$ cat config.mk
export PLATFORM = sky130hd
export DESIGN_NAME = uart_loader_flat
export DESIGN_NICKNAME = d
export VERILOG_FILES = /design/src/rtl/uart_loader_pkg.sv /design/src/rtl/uart_loader_if.sv /design/src/rtl/uart_loader_byte_packer.sv /design/src/rtl/uart_loader.sv /design/src/flat_wrapper.sv
export SDC_FILE = /design/constraint.sdc
export NUM_CORES = 1
export LEC_CHECK = 0
export BUFFER_PORTS_ARGS = -buffer_cell sky130_fd_sc_hd__buf_4
export CAP_MARGIN = 20
export CELL_PAD_IN_SITES_DETAIL_PLACEMENT = 0
export CELL_PAD_IN_SITES_GLOBAL_PLACEMENT = 1
export CORE_ASPECT_RATIO = 2
export CORE_MARGIN = 2
export CORE_UTILIZATION = 40
export DETAILED_ROUTE_END_ITERATION = 8
export GPL_TIMING_DRIVEN = 1
export HOLD_SLACK_MARGIN = 0.02
export PLACE_DENSITY = 0.81
export SLEW_MARGIN = 20
export SYNTH_ARGS = -nofsm -noshare
export SYNTH_HDL_FRONTEND = slang
export SYNTH_SLANG_ARGS = --single-unit
$ cat constraint.sdc
create_clock -name clk -period 3.64 [get_ports clk]
set_input_delay 0.364 -clock clk [delete_from_list [all_inputs] [get_ports clk]]
set_output_delay 0.364 -clock clk [all_outputs]
set_load 0.01 [all_outputs]
$ cat src/rtl/uart_loader_pkg.sv
// Shared types and framing constants for the UART boot loader.
// Imported by the loader top and its bench.
package loader_pkg;

    typedef enum logic [2:0] {
        IDLE,
        LEN0,
        LEN1,
        DATA,
        WRITE,
        CSUM,
        DONE,
        ERROR
    } state_t;

    typedef logic [15:0] count_t;

    localparam logic [7:0] SYNC_BYTE = 8'hA5;
    localparam logic [7:0] ACK_BYTE  = 8'h06;
    localparam logic [7:0] NAK_BYTE  = 8'h15;

endpackage

$ cat src/rtl/uart_loader_if.sv
// UART byte channels and RAM write port seen by the boot loader.
// master = loader side, slave = UART/RAM side.
interface uart_loader_if;

    logic [7:0]  rxdata;
    logic        rxready;
    logic        rxclk;
    logic [7:0]  txdata;
    logic        txclk;
    logic        txready;
    logic [31:0] ramaddr;
    logic [31:0] ramstore;
    logic        ramWen;

    modport master (
        input  rxdata, rxready, txready,
        output rxclk, txdata, txclk, ramaddr, ramstore, ramWen
    );

    modport slave (
        output rxdata, rxready, txready,
        input  rxclk, txdata, txclk, ramaddr, ramstore, ramWen
    );

endinterface

$ cat src/rtl/uart_loader_byte_packer.sv
// Packs received bytes LSB-first into a 32-bit little-endian word.
// word_full flags the shift that completes the current word.
module byte_packer (
    input  logic        clk,
    input  logic        rst,
    input  logic        shift,
    input  logic        clear,
    input  logic [7:0]  din,
    output logic [31:0] word,
    output logic        word_full
);

    logic [1:0] lane;

    always_ff @(posedge clk) begin
        if (rst || clear) begin
            lane <= '0;
            word <= '0;
        end else if (shift) begin
            lane <= lane + 2'd1;
            word <= {din, word[31:8]};
        end
    end

    assign word_full = shift && (lane == 2'd3);

endmodule

$ cat src/rtl/uart_loader.sv
// Boot loader: framed UART image -> RAM words; holds the CPU until loaded.
// Define UART_LOADER_CHECKSUM_EN to verify the trailing XOR checksum byte.
module uart_loader
    import loader_pkg::*;
#(
    parameter logic [31:0] BASE_ADDR = 32'h0000_0000,
    parameter int unsigned MAX_WORDS = 4096
) (
    input  logic          clk,
    input  logic          rst,
    uart_loader_if.master bus,
    output logic          cpu_hold,
    output logic          done,
    output logic          error
);

    state_t      state;
    count_t      count;
    count_t      index;
    count_t      len;
    logic        tx_pend;
    logic        take;
    logic        is_sync;
    logic        shift;
    logic        clear;
    logic        word_full;
    logic        csum_ok;
    logic [31:0] word;

    assign take    = bus.rxready && bus.rxclk;
    assign is_sync = take && (bus.rxdata == SYNC_BYTE);
    assign shift   = take && (state == DATA);
    assign clear   = is_sync && (state == IDLE || state == ERROR);
    assign len     = {bus.rxdata, count[7:0]};

    assign bus.txclk    = tx_pend && bus.txready;
    assign bus.ramstore = word;

    byte_packer u_packer (
        .clk       (clk),
        .rst       (rst),
        .shift     (shift),
        .clear     (clear),
        .din       (bus.rxdata),
        .word      (word),
        .word_full (word_full)
    );

`ifdef UART_LOADER_CHECKSUM_EN
    logic [7:0] csum;

    always_ff @(posedge clk) begin
        if (rst || clear)
            csum <= '0;
        else if (shift)
            csum <= csum ^ bus.rxdata;
    end

    assign csum_ok = (bus.rxdata == csum);
`else
    assign csum_ok = 1'b1;
`endif

    always_ff @(posedge clk) begin
        if (rst) begin
            state       <= IDLE;
            count       <= '0;
            index       <= '0;
            bus.rxclk   <= 1'b0;
            bus.ramWen  <= 1'b0;
            bus.ramaddr <= BASE_ADDR;
            bus.txdata  <= '0;
            tx_pend     <= 1'b0;
            cpu_hold    <= 1'b1;
            done        <= 1'b0;
            error       <= 1'b0;
        end else begin
            bus.ramWen <= 1'b0;
            if (bus.txclk)
                tx_pend <= 1'b0;
            unique case (state)
                IDLE: begin
                    bus.rxclk <= 1'b1;
                    if (is_sync) begin
                        state <= LEN0;
                        index <= '0;
                    end
                end
                LEN0: if (take) begin
                    count <= {8'h00, bus.rxdata};
                    state <= LEN1;
                end
                LEN1: if (take) begin
                    count <= len;
                    if (32'(len) > MAX_WORDS) begin
                        state      <= ERROR;
                        error      <= 1'b1;
                        bus.txdata <= NAK_BYTE;
                        tx_pend    <= 1'b1;
                    end else if (len == '0) begin
                        state <= CSUM;
                    end else begin
                        state <= DATA;
                    end
                end
                DATA: if (word_full) begin
                    state       <= WRITE;
                    bus.rxclk   <= 1'b0;
                    bus.ramWen  <= 1'b1;
                    bus.ramaddr <= BASE_ADDR + {14'd0, index, 2'b00};
                end
                WRITE: begin
                    index     <= index + 16'd1;
                    bus.rxclk <= 1'b1;
                    state     <= (index + 16'd1 == count) ? CSUM : DATA;
                end
                CSUM: if (take) begin
                    bus.txdata <= csum_ok ? ACK_BYTE : NAK_BYTE;
                    tx_pend    <= 1'b1;
                    if (csum_ok) begin
                        state     <= DONE;
                        done      <= 1'b1;
                        cpu_hold  <= 1'b0;
                        bus.rxclk <= 1'b0;
                    end else begin
                        state <= ERROR;
                        error <= 1'b1;
                    end
                end
                DONE: ;
                ERROR: if (is_sync) begin
                    state <= LEN0;
                    index <= '0;
                    error <= 1'b0;
                end
            endcase
        end
    end

endmodule

$ cat src/flat_wrapper.sv
// flat-port wrapper written by rule: the top's interface ports become plain ports
module uart_loader_flat import loader_pkg::*;
#(
    parameter logic [31:0] BASE_ADDR = 32'h0000_0000,
    parameter int unsigned MAX_WORDS = 4096
)
  (clk, rst, cpu_hold, done, error, bus_rxdata, bus_rxready, bus_txready, bus_rxclk, bus_txdata, bus_txclk, bus_ramaddr, bus_ramstore, bus_ramWen);
  uart_loader_if bus_i ();
  input  logic clk;
  input  logic rst;
  output logic cpu_hold;
  output logic done;
  output logic error;
  input wire logic [$bits(bus_i.rxdata)-1:0] bus_rxdata;
  input wire logic [$bits(bus_i.rxready)-1:0] bus_rxready;
  input wire logic [$bits(bus_i.txready)-1:0] bus_txready;
  output wire logic [$bits(bus_i.rxclk)-1:0] bus_rxclk;
  output wire logic [$bits(bus_i.txdata)-1:0] bus_txdata;
  output wire logic [$bits(bus_i.txclk)-1:0] bus_txclk;
  output wire logic [$bits(bus_i.ramaddr)-1:0] bus_ramaddr;
  output wire logic [$bits(bus_i.ramstore)-1:0] bus_ramstore;
  output wire logic [$bits(bus_i.ramWen)-1:0] bus_ramWen;
  assign bus_i.rxdata = bus_rxdata;
  assign bus_i.rxready = bus_rxready;
  assign bus_i.txready = bus_txready;
  assign bus_rxclk = bus_i.rxclk;
  assign bus_txdata = bus_i.txdata;
  assign bus_txclk = bus_i.txclk;
  assign bus_ramaddr = bus_i.ramaddr;
  assign bus_ramstore = bus_i.ramstore;
  assign bus_ramWen = bus_i.ramWen;
  uart_loader #(.BASE_ADDR(BASE_ADDR), .MAX_WORDS(MAX_WORDS)) u_core (.clk(clk), .rst(rst), .bus(bus_i), .cpu_hold(cpu_hold), .done(done), .error(error));
endmodule
==> out/results.ini <==
[logic_synthesis]
syn_area_um2 = 4550
synthArstFlopShare = 0
synth.distinct_cells = 57
synth_cells = 590
yosysSeqAreaShare = 0.413
syn_avg_cell_area_um2 = 7.72
synth_edf_count = 0
ys.flop_type = dfxtp_1
synth_warnings = 0
synth-seq-cells = 94

[critical_path]
worst-path-buf-inv = 0
critPathArrivalTime_ns = 2.63
cp_cell_sequence = ha_1 > and4_1 > and3_1 > nand4_1 > a22oi_1 > a41oi_1 > o21ba_2
cp_max_fo = 9
end_kind = register
rr_endpoint = u_core.state[1]
start_kind = register
cpPeakStageDelay_ns = 0.47
r2r_start = u_core.index[0]
cp_slowest_cell = dfxtp_1
worstSetupPathType = register to register
critPathTopFamily = simple AND/OR/NAND/NOR gates
rrSetupSlack_ns = 1.25
cp.required_ns = 3.88
rr_worst_depth = 7

[placement]
io_buffer_count = 69
dpl-instance-area_um2 = 4960
gp_congestion = 0.933
dp_hpwl_um = 9400

[grt]
grt_first_pass_wirelength_um = 19600
grtUsageMet3 = 0.0336
grt_use_met2 = 0.365
first_global_vias = 3860
grt_max_degree = 62
grt_antenna_before_repair = 0
grt_busiest_layer = met2
overflow = 0
use_met1 = 0.215
track_usage = 0.205

[cts]
cts_sinks = 94
cts_setup_buffers = 0
path_clk_slew_ns = 0.07
cts-root-buf = clkbuf_16
htreeDepth = 3
cts-resized-gates = 0
tritoncts = yes
cts_hold_buf = 0
clk_latency_ns = 0.34
cts_made_buffers = 9
cts_max_path_buffers = 2

[routing]
avgViaCountPerCell = 5.40
drt_first_pass_iters = 4
drt_iter0_drc = 206
num_vias = 4159
drc_errors = 0
avgRoutedWirePerCell_um = 16.4
ant_nets = 0
wirelength_um = 12600

[floorplanning]
die_width_um = 79.5
die_y_um = 155
start_util = 0.406
core-area_um2 = 11200
dieArea_um2 = 12300
top_level_ports = 90
num_rows = 55

[timing]
grt_setup_unrepaired = false
finalSetupViolCount = 0
max_freq_ghz = 0.418
tns_ns = 0
finalMaxSlewViolations = 0
period_needed_ns = 2.39
layout_worst_path_cycle_share = 0.657
timing_hold_violations_final = 0
slew_headroom = 0.282
tightestPinTransition_ns = 1.07
finClkSkew_ns = 0.00822

[run_status]
status = completed

[layout]
fin_nets = 639
area_delta_synth_final_pct = 15.2
n_antenna_cell = 0
finalInstanceArea_um2 = 5250
drive_gt1_frac = 0.148
fillCellCount = 1175

[flow_run]
maxCapViolations = 0

[hold_path]
hp-start = bus_txready
min_path_cells = 3
holdPathEnd = u_core.tx_pend
holdCritPathClass = input pin to register

[power_and_ir_drop]
leakagePower_nw = 1.93
vdd_drop_max_mv = 0.240
power_density_nw_per_um2 = 383

==> state kept, by name (all words and copies together) (netlist names), 2 cells and up <==
signal / cells
u_core.bus.ramaddr: 16
u_core.state: 3
u_core.count: 16
u_core.u_packer.word: 32
u_core.bus.txdata: 3
u_core.u_packer.lane: 2
u_core.index: 16
==> cells in the mapped netlist (3+ instances only) <==
master | number | area share
xor2_1 | 8 | 0.015
o21a_1 | 4 | 0.0066
and4_1 | 4 | 0.0077
nand2_1 | 126 | 0.10
buf_2 | 7 | 0.0077
dfxtp_1 | 94 | 0.41
o21ai_0 | 19 | 0.021
buf_6 | 3 | 0.0074
a31oi_1 | 5 | 0.0069
and2_1 | 7 | 0.0096
clkbuf_1 | 27 | 0.022
buf_4 | 26 | 0.043
nor3_1 | 8 | 0.0088
nor2b_1 | 3 | 0.0041
and3_1 | 7 | 0.0096
inv_1 | 3 | 0.0025
nand3b_1 | 5 | 0.0082
a22oi_1 | 10 | 0.016
xnor2_1 | 10 | 0.019
nor2_1 | 40 | 0.033
a21oi_1 | 83 | 0.091
o22ai_1 | 5 | 0.0069
nand4b_1 | 3 | 0.0058
nand4_1 | 10 | 0.014
nand2b_1 | 9 | 0.012
nand3_1 | 20 | 0.022
a21o_1 | 3 | 0.0049
or3_1 | 5 | 0.0069
==> worst max-delay path by stage <==
stage / startpoint / end / slack, ns / depth (start not counted)
3_5_place_dp: u_core.index[0] / u_core.state[1] / 1.28 / 7
3_3_place_gp: u_core.index[0] / u_core.state[1] / 1.30 / 7
4_1_cts: u_core.index[0] / u_core.state[1] / 1.25 / 7
6_report: u_core.index[0] / u_core.state[1] / 1.25 / 7
2_1_floorplan: u_core.index[1] / u_core.state[1] / 1.65 / 8
5_1_grt: u_core.index[0] / u_core.state[1] / 1.07 / 7
==> area by class of cell <==
cell class              instances  area (µm²)  share of cell area
clock buffers                   9         225              0.0429
clock inverters                 5        61.3              0.0117
inverters                       3        11.3             0.00215
multi-input cells             447        2360               0.451
flip-flops and latches         94        1880               0.359
well taps                     142         178              0.0339
repair buffers                 70         526               0.100
==> tightest hold or removal path, stage by stage <==
cell and delay (ns):
buf_4 0.08, nand2b_1 0.09, a21oi_1 0.06
==> kinds of logic (layout without fill, tap and decap cells) <==
kind of cell / after synthesis / in the layout / share of synthesized area
fa+ha+maj: 2 / 2 / 0.00549
compound gates: 145 / 145 / 0.183
xor+xnor: 19 / 19 / 0.0398
other cells: 1 / 20 / 0.000823
flops: 94 / 94 / 0.413
buf+inv: 68 / 87 / 0.0846
simple gates: 260 / 260 / 0.271
mux: 1 / 1 / 0.00220
==> report_power, final <==
group,switching (mW),total (mW),internal (mW)
clock network,0.395,0.921,0.527
logic,0.0435,0.0587,0.0153
registers,0.00117,1.03,1.03
total,0.439,2.01,1.57
==> layer usage <==
layer,vias up,share of wire
met3,40,0.034
met5,-,0
met4,0,0.054
met1,1957,0.38
li1,2055,-
met2,107,0.54
==> cells in the final DEF, fill, tap and decap left out, types with 3 or more instances in the layout <==
cell        count
nand2_1       126
dfxtp_1        94
a21oi_1        83
buf_4          70
nor2_1         40
nand3_1        20
conb_1         20
o21ai_0        19
a22oi_1        10
xnor2_1        10
nand4_1        10
nand2b_1        9
clkbuf_16       9
xor2_1          8
and2_1          7
and3_1          7
nor3_1          7
or3_1           5
nand3b_1        5
o22ai_1         5
a31oi_1         5
and4_1          4
o21a_1          4
inv_1           3
nor2b_1         3
nand4b_1        3
clkinvlp_4      3
==> stage by stage <==
| stage | setup slack [ns] | utilization | hold slack [ns] | power (mW) | instances |
|---|---|---|---|---|---|
| final | 1.25 | 0.468 | 0.290 | 2.01 | 770 |
| after global placement | 1.30 | 0.442 | 0.440 | 1.11 | 756 |
| after global routing | 1.07 | 0.468 | 0.297 | 2.08 | 770 |
| after floorplan | 1.65 | - | 0.440 | 1.10 | 609 |
| after CTS | 1.25 | 0.468 | 0.283 | 2.03 | 770 |
| after detailed placement | 1.28 | 0.442 | 0.446 | 1.11 | 756 |
Power figures use the tool's default switching activity.
